File: config.mk
export PLATFORM = sky130hd
export DESIGN_NAME = tmv_fault_monitor_flat
export DESIGN_NICKNAME = d
export VERILOG_FILES = /design/src/rtl/tmv_fault_monitor_if.sv /design/src/rtl/tmv_fault_monitor.sv /design/src/flat_wrapper.sv
export SDC_FILE = /design/constraint.sdc
export NUM_CORES = 1
export LEC_CHECK = 0
export ABC_AREA = 0
export BUFFER_PORTS_ARGS = -buffer_cell sky130_fd_sc_hd__buf_2
export CORE_MARGIN = 2
export CORE_UTILIZATION = 48
export DETAILED_ROUTE_END_ITERATION = 8
export PLACE_DENSITY = 0.69
export SLEW_MARGIN = 0
export SYNTH_ARGS = -nofsm -noshare
export SYNTH_HDL_FRONTEND = slang
export SYNTH_SLANG_ARGS = --single-unit
File: constraint.sdc
create_clock -name clk -period 3.5 [get_ports clk]
set_input_delay 0.875 -clock clk [delete_from_list [all_inputs] [get_ports clk]]
set_output_delay 0.875 -clock clk [all_outputs]
set_load 0.01 [all_outputs]
File: src/rtl/tmv_fault_monitor_if.sv
// Signal bundle between the TMR voter bank environment and the fault monitor.
// The master drives the channel words and controls. The slave returns enables, flags and statistics.
interface tmv_fault_monitor_if #(
  parameter int unsigned WIDTH = 1,
  parameter int unsigned CNT_W = 8
);
  logic             sample;
  logic             clr_fault;
  logic [WIDTH-1:0] a1;
  logic [WIDTH-1:0] a2;
  logic [WIDTH-1:0] a3;
  logic [WIDTH-1:0] y;
  logic             en1;
  logic             en2;
  logic             en3;
  logic [2:0]       fail;
  logic             err;
  logic             dual_fail;
  logic [CNT_W-1:0] mis_cnt;

  modport master (
    output sample, clr_fault, a1, a2, a3, y,
    input  en1, en2, en3, fail, err, dual_fail, mis_cnt
  );

  modport slave (
    input  sample, clr_fault, a1, a2, a3, y,
    output en1, en2, en3, fail, err, dual_fail, mis_cnt
  );
endinterface

File: src/rtl/tmv_fault_monitor.sv
// Fault monitor for a bank of TMR voters: tracks consecutive per-channel miscompares against the
// active-low voted word and retires a persistently faulty channel by dropping its registered enable.
module tmv_fault_monitor #(
  parameter int unsigned WIDTH  = 1,
  parameter int unsigned THRESH = 3,
  parameter int unsigned CNT_W  = 8
) (
  input logic                clk,
  input logic                rst,
  tmv_fault_monitor_if.slave bus
);

  localparam int unsigned C_W = 4;
  localparam logic [C_W-1:0] THR = C_W'(THRESH);

  typedef enum logic [1:0] {
    ALL_ON    = 2'd0,
    ONE_OFF   = 2'd1,
    DUAL_FAIL = 2'd2
  } state_e;

  state_e                  state_q, state_d;
  logic [2:0]              en_q, en_d;
  logic [2:0]              fail_q, fail_d;
  logic                    err_q, err_d;
  logic                    dual_q, dual_d;
  logic [CNT_W-1:0]        mis_q, mis_d;
  logic [2:0][C_W-1:0]     cnt_q, cnt_d;

  logic [WIDTH-1:0]        maj_c;
  logic [2:0]              mc_c;
  logic [2:0]              hit_c;
  logic [2:0]              low_c;

  // Voted majority is the inverse of y; a retired channel can never miscompare.
  always_comb begin
    maj_c   = ~bus.y;
    mc_c[0] = en_q[0] & (|(bus.a1 ^ maj_c));
    mc_c[1] = en_q[1] & (|(bus.a2 ^ maj_c));
    mc_c[2] = en_q[2] & (|(bus.a3 ^ maj_c));
  end

  always_comb begin
    state_d = state_q;
    en_d    = en_q;
    fail_d  = fail_q;
    err_d   = 1'b0;
    dual_d  = dual_q;
    mis_d   = mis_q;
    cnt_d   = cnt_q;
    hit_c   = 3'b000;
    low_c   = 3'b000;

    if (bus.clr_fault) begin
      state_d = ALL_ON;
      en_d    = 3'b111;
      fail_d  = 3'b000;
      dual_d  = 1'b0;
      cnt_d   = '0;
    end else if (bus.sample) begin
      err_d = |mc_c;
      if ((|mc_c) && (mis_q != {CNT_W{1'b1}})) begin
        mis_d = CNT_W'(mis_q + CNT_W'(1));
      end

      // Consecutive-miscompare counters saturate at the threshold.
      for (int k = 0; k < 3; k++) begin
        if (mc_c[k]) begin
          cnt_d[k] = (cnt_q[k] >= THR) ? THR : C_W'(cnt_q[k] + C_W'(1));
        end else begin
          cnt_d[k] = '0;
        end
        hit_c[k] = mc_c[k] && (cnt_d[k] == THR);
      end

      unique case (state_q)
        ALL_ON: begin
          if (|hit_c) begin
            // Isolate the lowest-index channel that reached the threshold.
            low_c   = hit_c & 3'(~hit_c + 3'd1);
            en_d    = en_q & ~low_c;
            fail_d  = fail_q | low_c;
            state_d = ONE_OFF;
            for (int k = 0; k < 3; k++) begin
              if (low_c[k]) begin
                cnt_d[k] = '0;
              end
            end
            if (|(hit_c & ~low_c)) begin
              dual_d = 1'b1;
            end
          end
        end
        ONE_OFF: begin
          // With two channels left the voter cannot tell which one is wrong.
          if (|mc_c) begin
            dual_d  = 1'b1;
            state_d = DUAL_FAIL;
          end
        end
        DUAL_FAIL: begin
          state_d = DUAL_FAIL;
        end
        default: begin
          state_d = ALL_ON;
        end
      endcase
    end
  end

  always_ff @(posedge clk or posedge rst) begin
    if (rst) begin
      state_q <= ALL_ON;
      en_q    <= 3'b111;
      fail_q  <= 3'b000;
      err_q   <= 1'b0;
      dual_q  <= 1'b0;
      mis_q   <= '0;
      cnt_q   <= '0;
    end else begin
      state_q <= state_d;
      en_q    <= en_d;
      fail_q  <= fail_d;
      err_q   <= err_d;
      dual_q  <= dual_d;
      mis_q   <= mis_d;
      cnt_q   <= cnt_d;
    end
  end

  assign bus.en1       = en_q[0];
  assign bus.en2       = en_q[1];
  assign bus.en3       = en_q[2];
  assign bus.fail      = fail_q;
  assign bus.err       = err_q;
  assign bus.dual_fail = dual_q;
  assign bus.mis_cnt   = mis_q;

endmodule

File: src/flat_wrapper.sv
// flat-port wrapper written by rule: the top's interface ports become plain ports
module tmv_fault_monitor_flat 
#(
  parameter int unsigned WIDTH  = 1,
  parameter int unsigned THRESH = 3,
  parameter int unsigned CNT_W  = 8
)
  (clk, rst, bus_sample, bus_clr_fault, bus_a1, bus_a2, bus_a3, bus_y, bus_en1, bus_en2, bus_en3, bus_fail, bus_err, bus_dual_fail, bus_mis_cnt);
  tmv_fault_monitor_if #(.WIDTH(WIDTH), .CNT_W(CNT_W)) bus_i ();
  input logic clk;
  input logic rst;
  input wire logic [$bits(bus_i.sample)-1:0] bus_sample;
  input wire logic [$bits(bus_i.clr_fault)-1:0] bus_clr_fault;
  input wire logic [$bits(bus_i.a1)-1:0] bus_a1;
  input wire logic [$bits(bus_i.a2)-1:0] bus_a2;
  input wire logic [$bits(bus_i.a3)-1:0] bus_a3;
  input wire logic [$bits(bus_i.y)-1:0] bus_y;
  output wire logic [$bits(bus_i.en1)-1:0] bus_en1;
  output wire logic [$bits(bus_i.en2)-1:0] bus_en2;
  output wire logic [$bits(bus_i.en3)-1:0] bus_en3;
  output wire logic [$bits(bus_i.fail)-1:0] bus_fail;
  output wire logic [$bits(bus_i.err)-1:0] bus_err;
  output wire logic [$bits(bus_i.dual_fail)-1:0] bus_dual_fail;
  output wire logic [$bits(bus_i.mis_cnt)-1:0] bus_mis_cnt;
  assign bus_i.sample = bus_sample;
  assign bus_i.clr_fault = bus_clr_fault;
  assign bus_i.a1 = bus_a1;
  assign bus_i.a2 = bus_a2;
  assign bus_i.a3 = bus_a3;
  assign bus_i.y = bus_y;
  assign bus_en1 = bus_i.en1;
  assign bus_en2 = bus_i.en2;
  assign bus_en3 = bus_i.en3;
  assign bus_fail = bus_i.fail;
  assign bus_err = bus_i.err;
  assign bus_dual_fail = bus_i.dual_fail;
  assign bus_mis_cnt = bus_i.mis_cnt;
  tmv_fault_monitor #(.WIDTH(WIDTH), .THRESH(THRESH), .CNT_W(CNT_W)) u_core (.clk(clk), .rst(rst), .bus(bus_i));
endmodule
After elaboration in Yosys (flattened, before gate mapping)
Index checks and enable logic that the tools add are counted.
- add/sub/neg operators: 5
- $lt $le $gt $ge: 3
- equality and inequality tests: 9
- mux-type cells: 40
- bitwise logic cells: 14
- reduce and logical (&&, ||, !) cells: 16
- operators with widths (kind ; number):
    2-to-1 mux 4 bit ; 15
    2-to-1 mux 12 bit ; 4
    2-to-1 mux 3 bit ; 8
    adder 4 x 1 -> 4 bit, second input constant ; 3
    == test 4 x 2 -> 1 bit, second input constant ; 3
    >= comparator 4 x 2 -> 1 bit, second input constant ; 3
    AND 3 bit ; 3
    inequality test 3 x 2 -> 1 bit, second input constant ; 3
    AND reduction 3 bit ; 3
    OR reduction 3 bit ; 3
    adder 8 x 1 -> 8 bit, second input constant ; 1
    2-to-1 mux 2 bit ; 4
    inequality test 8 bit, second input constant ; 1
    2-to-1 mux 1 bit ; 7
    inverter 3 bit ; 2
    case mux 2 bit (3 select lines) ; 1
    nonzero test 2 bit ; 3
    AND reduction 5 bit ; 1
    logical AND 1 bit ; 4
    adder 3 x 1 -> 3 bit, second input constant ; 1
    AND 1 bit ; 3
    bitwise OR 3 bit ; 1
    nonzero test 3 bit ; 1
    bitwise XOR 1 bit ; 3
    5 further kinds ; 6
- flip-flop bits (word level): 30
- bits of input ports: 8
- output and inout bits: 16
- word-level logic and storage cells: 96

Longest topological paths before layout
Gate-level depths: netlist of the first run.
- depth in word-level cells: 19
- mapped depth: 6
- gate-level depth less buffers: 6

Worst setup path after synthesis of the first run
No wires, ideal clock.
- path kind: input port to flip-flop
- start point: input bus_a2
- end point: register u_core.mis_q[1], in the netlist u_core.bus.mis_cnt[1]
- library setup time: 0.127 ns
- arrival: 1.965 ns
- required time: 3.373 ns
- path slack: 1.408 ns
- stages on the path: 4
- path buffers: 0
- cells stage by stage: xnor2_2 > nand2_2 > a311oi_4 > mux2_1
- word-level cells in the longest chain between the ends: 5
- RTL lines (item ; line ; text):
    start, declared ; flat_wrapper.sv:15 ; input wire logic [$bits(bus_i.a2)-1:0] bus_a2;
    bitwise XOR 1 bit ; tmv_fault_monitor.sv:39 ; mc_c[1] = en_q[1] & (|(bus.a2 ^ maj_c));
    AND 1 bit ; tmv_fault_monitor.sv:39 ;
    OR reduction 3 bit ; tmv_fault_monitor.sv:62 ; if ((|mc_c) && (mis_q != {CNT_W{1'b1}})) begin
    logical AND 1 bit ; tmv_fault_monitor.sv:62 ;
    AND reduction 3 bit (no source line) ; - ;
    end signal, assigned ; tmv_fault_monitor.sv:126 ; mis_q <= mis_d;
    end, declared ; tmv_fault_monitor.sv:27 ; logic [CNT_W-1:0] mis_q, mis_d;
No other way between the ends.
A chain may end at the register's enable or synchronous reset.

Final worst setup path of the first run
- start point: register u_core.cnt_q[8] (netlist bit)
- end point: register u_core.cnt_q[8] (netlist bit)
- word-level cells in the longest chain between the ends: 15
- elaborated cells between the ends (all ways): 17
- classes of those cells: add/sub (2); order compare (1); eq/ne (1); mux (9); bitwise (2); reduce/logical (2)
- RTL lines (item ; line ; text):
    start, declared ; tmv_fault_monitor.sv:28 ; logic [2:0][C_W-1:0] cnt_q, cnt_d;
    start signal, assigned ; tmv_fault_monitor.sv:127 ; cnt_q <= cnt_d;
    adder 4 x 1 -> 4 bit or >= comparator 4 x 2 -> 1 bit (tied branches) ; tmv_fault_monitor.sv:69 ; cnt_d[k] = (cnt_q[k] >= THR) ? THR : C_W'(cnt_q[k] + C_W'(1));
    2-to-1 mux 4 bit * ; tmv_fault_monitor.sv:69 ;
    2-to-1 mux 4 bit * ; tmv_fault_monitor.sv:68 ; if (mc_c[k]) begin
    2-to-1 mux 4 bit * ; tmv_fault_monitor.sv:60 ; end else if (bus.sample) begin
    2-to-1 mux 4 bit * ; tmv_fault_monitor.sv:54 ; if (bus.clr_fault) begin
    == test 4 x 2 -> 1 bit ; tmv_fault_monitor.sv:73 ; hit_c[k] = mc_c[k] && (cnt_d[k] == THR);
    logical AND 1 bit ; tmv_fault_monitor.sv:73 ;
    inverter 3 bit ; tmv_fault_monitor.sv:80 ; low_c = hit_c & 3'(~hit_c + 3'd1);
    adder 3 x 1 -> 3 bit ; tmv_fault_monitor.sv:80 ;
    AND 3 bit ; tmv_fault_monitor.sv:80 ;
    2-to-1 mux 4 bit ; tmv_fault_monitor.sv:85 ; if (low_c[k]) begin
    2-to-1 mux 12 bit ; tmv_fault_monitor.sv:78 ; if (|hit_c) begin
    2-to-1 mux 12 bit * ; tmv_fault_monitor.sv:76 ; unique case (state_q)
    2-to-1 mux 12 bit * ; tmv_fault_monitor.sv:60 ;
    2-to-1 mux 12 bit * ; tmv_fault_monitor.sv:54 ;
Mark *: on every way between the ends. The rest lies on a longest branch, timed or not. The select of a mux whose other input is x is not followed.

==> metrics.txt, run 1 <==
status=completed; Ant. Diodes=0; critical path fanouts, max=4; YS warnings=0; Syn Inst Count=144; wire per inst=14.5 um; final instance area=roughly 1800 um2; CTS Sinks=30; DP Cell Count=about 210; top cells by area, synth=dfrtp_1 43%, ha_1 5.5%, dfstp_2 5.0%; CP Data Arrival Time=2320 ps; GP Congestion=around 0.84; CP Cell Sequence=ha_1 -> or3_1 -> o211ai_1 -> nor2b_1 -> a311oi_1 -> a22o_1; worst setup margin=1450 ps; Post-synth EDFFs=0; Distinct cells, synth=45; r2r worst-path depth=6; clock tree buffer depth=2; fmax=a little under 0.5 GHz; cell family with most CP delay=compound AO/OA/AOI/OAI gates; Max IR drop VDD=around 0.35 mV; worst-skew pair later-pin latency=340 ps; final hold violation count=0; Core ar.=3100 um2; slowest cell on the critical path=dfrtp_1; area leader, netlist=dfrtp_1; post-synth top area share=42.6%; WHS=493 ps; Reg area=about 750 um2; critical path type=reg -> reg; hold depth=1; first-pass GRT wire length=approximately 5200 um; Post-CTS Resized=0; cell with the most instances after synthesis=dfrtp_1; largest net degree at the start of global routing=31; clock-pin slew on the worst setup and hold paths=100 ps; setup TNS=0 ps; die height=slightly above 60 um; post-synthesis sequential area ratio=around 48%; initial antenna violation count=0; Startpoint Class=flip-flop; Worst path max stage delay=430 ps; dpl ws=1120 ps; average cell area after synthesis=between 10 and 15 um2; Leakage=0.864 nW; Fin Clk Skew=12.5 ps; Synth top cells by count=27 x dfrtp_1, 8 x nor2_1, 7 x ha_1, 7 x inv_1, 7 x xnor2_1; setup bufs post-CTS=0; Slew Viols, Final=0; clk root buf=clkbuf_4; worst path bufs/invs=0; crit share post-route=between 50 and 60%; setup violation total in the final timing report=0; Area Growth Syn to Fin=15.4%; worst endpoint required time=3770 ps; DR vias/cell=5.44; Cell Area, Synth=1590 um2; area of the multi-input gates=793 um2; Non-Filler Instances=217; gr ovfl total=0; Top FF cell, synth=dfrtp_1; vias in the first global route=1207; total power draw=1.01 mW; Core Util, Final=59.0%; die area=3780 um2; share of post-route cells with drive strength above 1=~28%; Total GRT Usage=between 10% and 20%; Slew HR=25.4%; CTS tree=built; Yosys reg bits=30; number of CTS-inserted buffers=5; Final #Nets=187; Initial DRT Pass Iterations=4; I/O pin cnt=24; row count=20; # DRC=0; Final min period=2050 ps; via count=1180; Critical Path End Type=flip-flop; Pwr Density=554 nW/um2; Post-CTS Hold Buffers=0; RSZ-0062 raised after global routing=false; asr flop ratio synth=100%; wirelength, routed=between 3000 and 4000 um; max cap viols=0; Die W=61.5 um; DP HPWL=2310 um; Initial Utilization=51.1%; fillers=275; Post-Syn Nets=about 160; Crit path depth=6; Placed Area=1750 um2; Detail Route Antenna Nets=0; Worst Tran Pin Value=~1100 ps; worst min-delay path class=reg -> reg; initial DRC count=35; htree depth=2; IO buf count=23
==> cells by family (layout without fill, tap and decap cells) <==
| group | Yosys count | after routing | share of synthesized area (%) |
|---|---|---|---|
| AOI/OAI and AO/OA | 28 | 28 | 15.9 |
| xor gates and xnor gates | 10 | 10 | 6.47 |
| muxes | 3 | 3 | 1.97 |
| DFF | 30 | 30 | 47.6 |
| and+or+nand+nor | 56 | 56 | 20.1 |
| adders and majority gates | 7 | 7 | 5.52 |
| buffers and inverters | 10 | 39 | 2.37 |
==> flip-flops by register name, summed over array words and instances, names as in the netlist <==
signal	count
u_core.en_q	3
u_core.bus.mis_cnt	8
u_core.bus.err	1
u_core.bus.fail	3
u_core.cnt_q	12
u_core.bus.dual_fail	1
u_core.state_q	2
==> cells in the final DEF (no fill, tap or decap), types with 3 or more instances in the layout <==
master	synthesis	final
dfstp_2	3	3
inv_1	7	7
nor2b_1	5	5
xnor2_1	7	7
nand2b_1	6	6
ha_1	7	7
dfrtp_1	27	27
and2_1	6	6
nand2_2	5	5
buf_2	0	23
nor3_1	4	4
clkbuf_4	0	5
nor2_1	8	8
a21oi_1	5	5
nand2_1	6	6
nand3_1	5	5
o21ai_0	4	4
==> area by class of cell <==
class                      count  area share (%)
clock buffer                   5            2.05
timing repair buffer          24            6.70
inverter                       7            1.44
clock inverter                 3            2.19
multi-input combinational    104            43.4
tap                           44            3.01
sequential                    30            41.2
==> worst reg2reg max path, cell delays in order, from the launching register on <==
cell	delay [ps]
dfrtp_1	430
ha_1	220
or3_1	320
o211ai_1	290
nor2b_1	120
a311oi_1	430
a22o_1	200
==> path summary, 6_finish.rpt <==
check	slack, ps	endpoint	from
max	1450	u_core.cnt_q[8]	u_core.cnt_q[8]
min	490	u_core.bus.mis_cnt[7]	u_core.bus.mis_cnt[7]
max reg2reg	1450	u_core.cnt_q[8]	u_core.cnt_q[8]
min reg2reg	490	u_core.bus.mis_cnt[7]	u_core.bus.mis_cnt[7]
max in group asynchronous	2010	u_core.bus.fail[1]	rst
min in group asynchronous	810	u_core.cnt_q[5]	rst
==> where the power goes <==
group | internal, mW | switching [mW]
sequential | 0.397 | 0.0513
clock | 0.148 | 0.126
combinational | 0.121 | 0.171
==> per-layer routing <==
layer / vias to the layer above / track usage (%) / part of all wire, % / wire length (um)
met1: 567 / 21.0 / 42 / 1310
met5: - / 0 / 0 / 0
met3: 10 / 7.14 / 5.6 / 175
met4: 0 / 8.21 / 1.9 / 60
li1: 565 / - / - / -
met2: 38 / 33.6 / 51 / 1600
Note: power is estimated with default switching activity, not from simulation.
==> inputs of run 2 (changes only) <==
==> constraint.sdc (replaced) <==
create_clock -name clk -period 2.08 [get_ports clk]
set_input_delay 0.52 -clock clk [delete_from_list [all_inputs] [get_ports clk]]
set_output_delay 0.52 -clock clk [all_outputs]
set_load 0.01 [all_outputs]
==> run 2 against run 1 <==
  * Die area unchanged
  * Largest cell class unchanged
  * Via count increased by 0.17%
  * Clock skew shrank 5.1 ps
  * Global-route usage fell by 0.56 points
  * Critical path type unchanged
  * Largest power group unchanged
  * Clock-buffer cell count grew 2
  * Worst setup slack lost 1400 ps
==> metrics.txt, run 2 (synthesis results as in run 1) <==
htree depth=2 (unchanged); DP HPWL=2270 um (-1.8%); critical path type=reg -> reg; IO buf count=23 (unchanged); Max IR drop VDD=0.398 mV (+13%); Slew HR=71.4% (+46 points); row count=20 (unchanged); fillers=292 (+6.2%); Detail Route Antenna Nets=0 (unchanged); Initial DRT Pass Iterations=4 (unchanged); fmax=0.504 GHz (+3.5%); Worst Tran Pin Value=429 ps (-689 ps); clock tree buffer depth=2 (unchanged); largest net degree at the start of global routing=31 (unchanged); initial DRC count=63 (+80%); clk root buf=clkbuf_4; initial antenna violation count=0 (unchanged); die area=3780 um2 (unchanged); Fin Clk Skew=7.47 ps (-5.06 ps); worst min-delay path class=in -> async; Final #Nets=192 (+2.7%); status=completed; Pwr Density=868 nW/um2 (+57%); gr ovfl total=0 (unchanged); Total GRT Usage=18.7% (-0.56 points); via count=1182 (+0.17%); wire per inst=13.6 um (-6.7%); r2r worst-path depth=6 (unchanged); Die W=61.5 um (unchanged); share of post-route cells with drive strength above 1=29.8% (+1.5 points); most common cell after layout, fill and taps aside=dfrtp_1; max reg flops=12 (unchanged); final hold violation count=0 (unchanged); worst-skew pair later-pin latency=330 ps (about the same); CTS tree=built; Worst path max stage delay=430 ps (about the same); Core ar.=3100 um2 (unchanged); clock-pin slew on the worst setup and hold paths=90 ps (about the same); Ant. Diodes=0 (unchanged); slowest cell on the critical path=dfrtp_1; most frequent cells in the layout=27 x dfrtp_1, 23 x buf_2, 8 x nor2_1; setup violation total in the final timing report=0 (unchanged); RSZ-0062 raised after global routing=false; CP Data Arrival Time=2230 ps (-90 ps); Largest Register=u_core.cnt_q; worst endpoint required time=2330 ps (-1440 ps); Leakage=0.879 nW (+1.7%); cell family with most CP delay=compound AO/OA/AOI/OAI gates; dpl ws=64.3 ps (-1060 ps); Crit path depth=6 (unchanged); CTS Sinks=30 (unchanged); Critical Path End Type=flip-flop; max cap viols=0 (unchanged); Post-CTS Hold Buffers=0 (unchanged); Post-CTS Resized=0 (unchanged); die height=61.5 um (unchanged); first-pass GRT wire length=5140 um (-1.2%); GP Congestion=0.756 (-9.8%); DR vias/cell=5.32 (-2.1%); number of CTS-inserted buffers=5 (unchanged); vias in the first global route=1185 (-1.8%); I/O pin cnt=24 (unchanged); worst path bufs/invs=0 (unchanged); # DRC=0 (unchanged); critical path fanouts, max=4 (unchanged); Startpoint Class=flip-flop; CP Cell Sequence=ha_1 -> or3_1 -> o211ai_1 -> nand2_2 -> o31ai_4 -> mux2i_1; Area Growth Syn to Fin=16.7%; Slew Viols, Final=0 (unchanged); wirelength, routed=3010 um (-4.5%); worst setup margin=96.9 ps (-1350 ps); crit share post-route=95.3% (+37 points); Final min period=1980 ps (-68.6 ps); Initial Utilization=51.1% (unchanged); setup TNS=0 ps (unchanged)
-- run 2: cell types whose count changed in the layout (fill, tap and decap cells not counted), sizes merged --
cell,previous run,this run
bufinv,1,0
clkbuf,5,7
clkinv,2,1
buf,24,29
-- run 2: path summary, 6_finish.rpt --
kind / start / endpoint / slack (ps)
min in group clk: u_core.bus.mis_cnt[7] / u_core.bus.mis_cnt[7] / 490
hold / removal: rst / u_core.cnt_q[7] / 240
hold reg to reg: u_core.bus.mis_cnt[7] / u_core.bus.mis_cnt[7] / 490
setup reg to reg: u_core.cnt_q[8] / u_core.state_q[0] / 100
setup / recovery: u_core.cnt_q[8] / u_core.state_q[0] / 100
max in group asynchronous: rst / u_core.en_q[2] / 1510
-- run 2: per-layer routing --
layer / routed length, um / vias to the layer above / share of wire, % / GRT usage, %
li1: - / 579 / - / -
met1: 1320 / 567 / 44 / 22.1
met2: 1510 / 29 / 50 / 31.8
met3: 123 / 7 / 4.1 / 4.62
met4: 55 / 0 / 1.8 / 9.12
met5: 0 / - / 0 / 0
-- run 2: tightest hold or removal path, delay by kind of cell --
kind / cells / cell delay (ps)
buffers and inverters: 3 / 470
-- run 2: area by class of cell --
class	instances	area, um2	area share, %
Clock buffer	7	55.1	2.98
Clock inverter	1	5.00	0.271
Inverter	7	26.3	1.42
Multi-Input combinational cell	104	793	42.9
Sequential cell	30	754	40.8
Tap cell	44	55.1	2.98
Timing Repair Buffer	29	160	8.66
-- run 2: metrics by stage --
stage	cells	utilization [%]	hold slack [ps]	power [mW]	area (um2)
floorplan	144	-	447	1.09	1590
global placement	212	57.2	464	1.24	1770
detailed placement	212	57.2	475	1.26	1770
CTS	220	59.1	252	1.62	1830
global route	222	59.6	271	1.73	1850
finish	222	59.6	244	1.61	1850
-- run 2: where the power goes --
group / leakage (nW) / switching (mW) / internal [mW]
clock network: 0.0353 / 0.196 / 0.164
registers: 0.395 / 0.0799 / 0.667
logic: 0.449 / 0.287 / 0.212
total: 0.879 / 0.562 / 1.04
-- run 2: repair_timing --
item / 4_1_cts / 5_1_grt
hold endpoints to repair: 0 / 0
setup endpoints to repair: 0 / 2
buffers inserted: 0 / 2
